## config.mk

```make
export PLATFORM = sky130hd
export DESIGN_NAME = spi_slave_tx
export DESIGN_NICKNAME = d
export VERILOG_FILES = /design/src/rtl/spi_slave_tx.sv
export SDC_FILE = /design/constraint.sdc
export NUM_CORES = 1
export LEC_CHECK = 0
export BUFFER_PORTS_ARGS = -buffer_cell sky130_fd_sc_hd__buf_2
export CAP_MARGIN = 20
export CORE_ASPECT_RATIO = 1.25
export CORE_MARGIN = 4
export CORE_UTILIZATION = 30
export CTS_CLUSTER_DIAMETER = 120
export DETAILED_ROUTE_END_ITERATION = 12
export GPL_TIMING_DRIVEN = 0
export SYNTH_ARGS = -nofsm -noshare
export SYNTH_HDL_FRONTEND = slang
export SYNTH_SLANG_ARGS = --single-unit
```

## constraint.sdc

```tcl
create_clock -name clk -period 5.5 [get_ports clk]
set_input_delay 1.65 -clock clk [delete_from_list [all_inputs] [get_ports clk]]
set_output_delay 1.65 -clock clk [all_outputs]
set_load 0.01 [all_outputs]
```

## src/rtl/spi_slave_tx.sv

```systemverilog
// SPI slave transmitter: a transmit FIFO feeds a shift register serialised on MISO in any SPI mode.
// Define SPI_SLAVE_TX_UNDERRUN_EN to enable the sticky underrun flag; when undefined it is tied low.
module spi_slave_tx #(
  parameter int DATA_WIDTH = 8,
  parameter int FIFO_DEPTH = 4,
  parameter int CPOL       = 1,
  parameter int CPHA       = 1,
  parameter int MSB_FIRST  = 1
) (
  input  logic                        clk,
  input  logic                        reset_n,
  input  logic [DATA_WIDTH-1:0]       spi_tx_tData,
  input  logic                        spi_tx_tValid,
  output logic                        spi_tx_tReady,
  input  logic                        spi_cs,
  input  logic                        spi_clk,
  output logic                        spi_miso,
  output logic                        spi_miso_oe,
  output logic [$clog2(FIFO_DEPTH):0] fifo_level,
  output logic                        busy,
  output logic                        word_done,
  output logic                        abort,
  output logic                        underrun,
  input  logic                        underrun_clr
);
  localparam int AW = $clog2(FIFO_DEPTH);
  localparam int CW = $clog2(DATA_WIDTH);
  localparam logic [CW-1:0] LAST_BIT = CW'(DATA_WIDTH - 1);
  localparam logic [AW:0] FULL_LEVEL = (AW+1)'(FIFO_DEPTH);
  localparam logic SCK_IDLE = (CPOL != 0);
  localparam logic [0:0] ST_IDLE  = 1'b0;
  localparam logic [0:0] ST_SHIFT = 1'b1;

  logic [2:0]            csSync_q, sckSync_q;
  logic [0:0]            state_q, state_d;
  logic [CW-1:0]         bitCnt_q, bitCnt_d;
  logic [DATA_WIDTH-1:0] shreg_q, shreg_d, src;
  logic                  miso_q, miso_d, first_q, first_d;
  logic                  wordDone_q, wordDone_d, abort_q, abort_d;
  logic [DATA_WIDTH-1:0] mem_q [FIFO_DEPTH];
  logic [AW-1:0]         wrPtr_q, rdPtr_q;
  logic [AW:0]           level_q, level_d;
  logic                  rdy_q;
  logic                  csFall, csRise, sckLead, sckTrail;
  logic                  load, push, pop, fifoEmpty;
  logic [DATA_WIDTH-1:0] loadWord;

  function automatic logic firstBit(input logic [DATA_WIDTH-1:0] w);
    return (MSB_FIRST != 0) ? w[DATA_WIDTH-1] : w[0];
  endfunction

  function automatic logic [DATA_WIDTH-1:0] advance(input logic [DATA_WIDTH-1:0] w);
    return (MSB_FIRST != 0) ? {w[DATA_WIDTH-2:0], 1'b1} : {1'b1, w[DATA_WIDTH-1:1]};
  endfunction

  // Bit 2 of each synchroniser is the delayed copy used only for edge detection.
  always_ff @(posedge clk) begin
    if (!reset_n) begin
      csSync_q  <= 3'b111;
      sckSync_q <= {3{SCK_IDLE}};
    end else begin
      csSync_q  <= {csSync_q[1:0], spi_cs};
      sckSync_q <= {sckSync_q[1:0], spi_clk};
    end
  end

  assign csFall   = !csSync_q[1] && csSync_q[2];
  assign csRise   = csSync_q[1] && !csSync_q[2];
  assign sckLead  = (sckSync_q[1] != SCK_IDLE) && (sckSync_q[2] == SCK_IDLE);
  assign sckTrail = (sckSync_q[1] == SCK_IDLE) && (sckSync_q[2] != SCK_IDLE);

  assign fifoEmpty     = (level_q == '0);
  assign loadWord      = fifoEmpty ? '1 : mem_q[rdPtr_q];
  assign spi_tx_tReady = rdy_q && (level_q != FULL_LEVEL);
  assign push          = spi_tx_tValid && spi_tx_tReady;
  assign pop           = load && !fifoEmpty;

  always_comb begin
    state_d    = state_q;
    bitCnt_d   = bitCnt_q;
    shreg_d    = shreg_q;
    miso_d     = miso_q;
    first_d    = first_q;
    wordDone_d = 1'b0;
    abort_d    = 1'b0;
    load       = 1'b0;
    src        = shreg_q;
    if (state_q == ST_IDLE) begin
      miso_d = 1'b1;
      if (csFall) begin
        state_d  = ST_SHIFT;
        bitCnt_d = '0;
        load     = 1'b1;
        shreg_d  = loadWord;
        first_d  = 1'b1;
        if (CPHA == 0) miso_d = firstBit(loadWord);
      end
    end else begin
      // CS rise outranks a coincident trailing edge, so the word is never reported done.
      if (csRise) begin
        state_d  = ST_IDLE;
        miso_d   = 1'b1;
        bitCnt_d = '0;
        abort_d  = (bitCnt_q != '0);
      end else if (CPHA == 0) begin
        if (sckTrail) begin
          if (bitCnt_q == LAST_BIT) begin
            wordDone_d = 1'b1;
            bitCnt_d   = '0;
            load       = 1'b1;
            shreg_d    = loadWord;
            miso_d     = firstBit(loadWord);
          end else begin
            bitCnt_d = bitCnt_q + 1'b1;
            shreg_d  = advance(shreg_q);
            miso_d   = firstBit(advance(shreg_q));
          end
        end
      end else begin
        if (sckLead) begin
          if (bitCnt_q == '0 && !first_q) begin
            load = 1'b1;
            src  = loadWord;
          end
          first_d = 1'b0;
          miso_d  = firstBit(src);
          shreg_d = advance(src);
        end else if (sckTrail) begin
          if (bitCnt_q == LAST_BIT) begin
            wordDone_d = 1'b1;
            bitCnt_d   = '0;
          end else begin
            bitCnt_d = bitCnt_q + 1'b1;
          end
        end
      end
    end
  end

  always_comb begin
    level_d = level_q;
    if (push && !pop) level_d = level_q + 1'b1;
    else if (pop && !push) level_d = level_q - 1'b1;
  end

  always_ff @(posedge clk) begin
    if (!reset_n) begin
      state_q    <= ST_IDLE;
      bitCnt_q   <= '0;
      shreg_q    <= '1;
      miso_q     <= 1'b1;
      first_q    <= 1'b0;
      wordDone_q <= 1'b0;
      abort_q    <= 1'b0;
      wrPtr_q    <= '0;
      rdPtr_q    <= '0;
      level_q    <= '0;
      rdy_q      <= 1'b0;
    end else begin
      state_q    <= state_d;
      bitCnt_q   <= bitCnt_d;
      shreg_q    <= shreg_d;
      miso_q     <= miso_d;
      first_q    <= first_d;
      wordDone_q <= wordDone_d;
      abort_q    <= abort_d;
      level_q    <= level_d;
      rdy_q      <= 1'b1;
      if (push) wrPtr_q <= wrPtr_q + 1'b1;
      if (pop) rdPtr_q <= rdPtr_q + 1'b1;
    end
  end

  always_ff @(posedge clk) begin
    if (push) mem_q[wrPtr_q] <= spi_tx_tData;
  end

`ifdef SPI_SLAVE_TX_UNDERRUN_EN
  logic underrun_q;
  always_ff @(posedge clk) begin
    if (!reset_n) underrun_q <= 1'b0;
    else if (load && fifoEmpty) underrun_q <= 1'b1;
    else if (underrun_clr) underrun_q <= 1'b0;
  end
  assign underrun = underrun_q;
`else
  logic unusedClr;
  assign unusedClr = underrun_clr;
  assign underrun  = 1'b0;
`endif

  assign spi_miso    = miso_q;
  assign spi_miso_oe = (state_q == ST_SHIFT);
  assign busy        = (state_q == ST_SHIFT);
  assign word_done   = wordDone_q;
  assign abort       = abort_q;
  assign fifo_level  = level_q;
endmodule

```

==> key figures <==
GRT
  • Global routing met1 resource utilization: 11.59%
  • Via count of the first global-routing pass: 1630
  • Initial antenna violation count: 0
  • Met3 usage: 3.059%
  • GRT Max-Usage Layer: met2
  • Met2 usage: 16.43%
  • Total gr overflow: 0
  • Global-route wire length before repair: 7.955 mm
  • Largest net degree at the start of global routing: 12
  • Total global routing track utilization: 9.924%

Logic synthesis
  • Post-synth ARST share: 0%
  • Syn Inst Count: 206
  • Post-synthesis instance area: 0.002634 sq mm
  • Register area share after synthesis: 60.81%
  • Post-synth EDFFs: 32
  • Number of distinct library cell variants in the gate-level netlist after synthesis: 42
  • Count of state elements after synthesis: 64
  • Post-Synthesis Mean Instance Area: 12.79 sq um
  • Syn Nets: 229
  • Syn. warnings: 0
  • Most instantiated flip-flop cell in the synthesis netlist: edfxtp_1

Placed design
  • Post-Place Worst Slack: 1.992 ns
  • Final estimated routing congestion in global placement: 0.7492
  • Detail Placement HPWL: 3.181 mm
  • Number of buffer cells added on primary ports: 21
  • Cell count after placement: 344

Pwr
  • Power density of the placed cells: 347.5 mW/mm^2
  • IR drop worst, VDD: 0.2175 mV
  • Static leakage: 1.083 nW

STA
  • RSZ-0062 raised after global routing: no
  • Minimum period implied by the final worst setup slack: 3.150 ns
  • Tightest Pin Transition: 0.5050 ns
  • Skew final: 0.01111 ns
  • Worst hold margin: 0.4108 ns
  • Tightest slew margin relative to the limit: 66.33%
  • Setup TNS Final: 0 ns
  • Setup Viol. Count Final: 0
  • Max-slew violation count: 0
  • Post-layout worst setup margin: 2.350 ns
  • Upper clock frequency limit: 317.5 MHz
  • Portion of the clock cycle consumed by the worst path in the final layout: 57.27%
  • Final Hold Fails: 0

Routing
  • Drt first-iter violations: 83
  • WL/cell: 13.13 microns
  • Post-detailed-routing wire length: 4.725 mm
  • DRC errors left: 0
  • Vias per inst: 4.569
  • DRT antenna net count: 0
  • Pre-Repair DR Iteration Count: 4
  • Total via count after detailed routing: 1645

Critical path
  • Capturing element type of the critical path: register
  • Arrival time at the worst endpoint: 3.42 ns
  • Critical path required time: 5.77 ns
  • Internal reg-to-reg setup slack: 2.96 ns
  • Launch instance of the worst register-to-register path: bitCnt_q[0]
  • Worst-case reg-to-reg path depth: 11
  • End of the worst register-to-register path: fifo_level[2]
  • Type of element launching the critical path: input port
  • Class of the most critical setup path: in2reg
  • Crit Path Max Fanout: 7

Clocking
  • Sink count of the clock tree: 64
  • Deepest clock path buffer count: 2
  • Resized cells post-CTS: 0
  • Clock-pin transition on the worst setup and hold timing paths: 0.07 ns
  • CTS HTree Levels: 3
  • Cts bufs inserted: 9
  • Clock tree from TritonCTS: yes
  • Cts hold-fix bufs: 0
  • Post-CTS Setup Bufs: 0
  • Root Driver: clkbuf_8
  • Worst-Skew Late Latency: 0.35 ns

Min path
  • Capture endpoint of the worst hold path: csSync_q[1]
  • Number of stages on the worst hold path: 1
  • Min-delay worst type: reg2reg
  • Hold path startpoint: csSync_q[0]

Run status
  • Result of the run: completed

Finish
  • Diodes inserted: 0
  • Post-layout instance count excluding filler cells: 360
  • Final net count: 261
  • Synthesis-to-layout area growth: 17.58%
  • Share of cells above drive strength 1: 22.22%

Floorplan
  • Die Area: 0.01035 sq mm
  • Die height: 112.8 microns
  • Standard-cell row count: 37
  • Chip width: 91.81 microns
  • Initial core utilization: 31.43%
  • Number of ports placed on the die boundary: 24
  • Core outline area: 0.008379 sq mm

Flow run
  • Max-cap violations: 0
[logic make-up (layout without fill, tap and decap cells)]
family / count (synthesis) / after routing / synth area share [%]
xor+xnor: 3 / 3 / 0.9978
other cells: 1 / 1 / 0.1424
fa+ha+maj: 9 / 9 / 4.561
flops: 64 / 64 / 60.81
buf+inv: 21 / 58 / 3.847
compound gates: 46 / 46 / 10.88
simple gates: 52 / 52 / 11.16
mux: 10 / 10 / 7.601
[cell usage after synthesis (all sizes together), types with 2 or more instances]
cell type	count	share of area (%)
a21oi	17	3.4
and2	4	0.95
buf	7	1.9
clkbuf	4	0.57
dfxtp	32	24
edfxtp	32	36
ha	8	3.8
inv	9	1.3
mux2i	2	0.76
mux4	8	6.8
nand2	3	0.43
nand2b	10	2.4
nand3	5	0.95
nor2	12	1.7
nor2b	4	0.95
nor3	3	0.57
nor3b	2	0.95
o21ai	8	1.5
o22ai	7	1.7
o31ai	8	2.3
or2	2	0.48
or3	3	0.71
xor2	2	0.67
[critical path, cell delays in order]
cell      delay, ns
buf_2          0.08
o311a_1        0.14
clkbuf_1       0.27
ha_1           0.24
inv_1          0.06
fa_1           0.37
xor2_1         0.17
or3_1          0.30
a21oi_1        0.14
[how the worst max path moves through the flow]
| stage | startpoint | endpoint | cells past startpoint |
|---|---|---|---|
| after global placement | spi_tx_tValid | fifo_level[2] | 9 |
| after CTS | spi_tx_tValid | fifo_level[2] | 9 |
| final | spi_tx_tValid | fifo_level[2] | 9 |
| after floorplan | spi_tx_tValid | fifo_level[2] | 8 |
| after global routing | spi_tx_tValid | fifo_level[2] | 9 |
| after detailed placement | spi_tx_tValid | fifo_level[2] | 9 |
[sequential cells by signal, indices dropped and copies added, names as in the netlist, 2 cells and up, named ones only]
name        cells
mem_q          32
shreg_q         8
bitCnt_q        3
csSync_q        3
fifo_level      3
sckSync_q       3
rdPtr_q         2
wrPtr_q         2
[stage by stage]
step / area [sq um] / utilization [%] / power (W)
3_5_place_dp: 2885 / 34.43 / 0.0006515
2_1_floorplan: 2634 / - / 0.0006177
4_1_cts: 3097 / 36.96 / 0.001086
3_3_place_gp: 2885 / 34.43 / 0.0006492
5_1_grt: 3097 / 36.96 / 0.001119
6_report: 3097 / 36.96 / 0.001076
[placed cells by master, fill, tap and decap left out, types with 2 or more instances in the layout]
| master | n |
|---|---|
| a21oi_1 | 16 |
| and2_1 | 4 |
| buf_2 | 24 |
| buf_4 | 3 |
| bufinv_16 | 2 |
| clkbuf_1 | 5 |
| clkbuf_8 | 9 |
| clkinv_1 | 2 |
| clkinvlp_4 | 2 |
| dfxtp_1 | 32 |
| edfxtp_1 | 32 |
| ha_1 | 8 |
| inv_1 | 9 |
| mux2i_1 | 2 |
| mux4_2 | 8 |
| nand2_1 | 3 |
| nand2b_1 | 10 |
| nand3_1 | 5 |
| nor2_1 | 12 |
| nor2b_1 | 4 |
| nor3_1 | 3 |
| nor3b_2 | 2 |
| o21ai_0 | 4 |
| o21ai_1 | 4 |
| o22ai_1 | 7 |
| o31ai_1 | 8 |
| or3_1 | 3 |
| xor2_1 | 2 |
[power by group]
| part | switching [W] | internal (W) |
|---|---|---|
| clock | 0.000185 | 0.000253 |
| sequential | 0.0000138 | 0.000520 |
| combinational | 0.0000603 | 0.0000442 |
| total | 0.000259 | 0.000817 |
[cell type report]
cell class	count	area, sq um
fill	827	5283
sequential	64	1602
multi-input combinational	121	930.9
tap	117	146.4
clock buffer	10	127.6
timing repair buffer	21	105.1
clock inverter	6	83.83
buffer	11	63.81
inverter	10	37.54
[metal layers]
| layer | vias to the layer above | routed length (microns) |
|---|---|---|
| li1 | 816 | - |
| met1 | 790 | 2153 |
| met2 | 27 | 2296 |
| met3 | 12 | 166 |
| met4 | 0 | 108 |
| met5 | - | 0 |
Power figures use the tool's default switching activity.
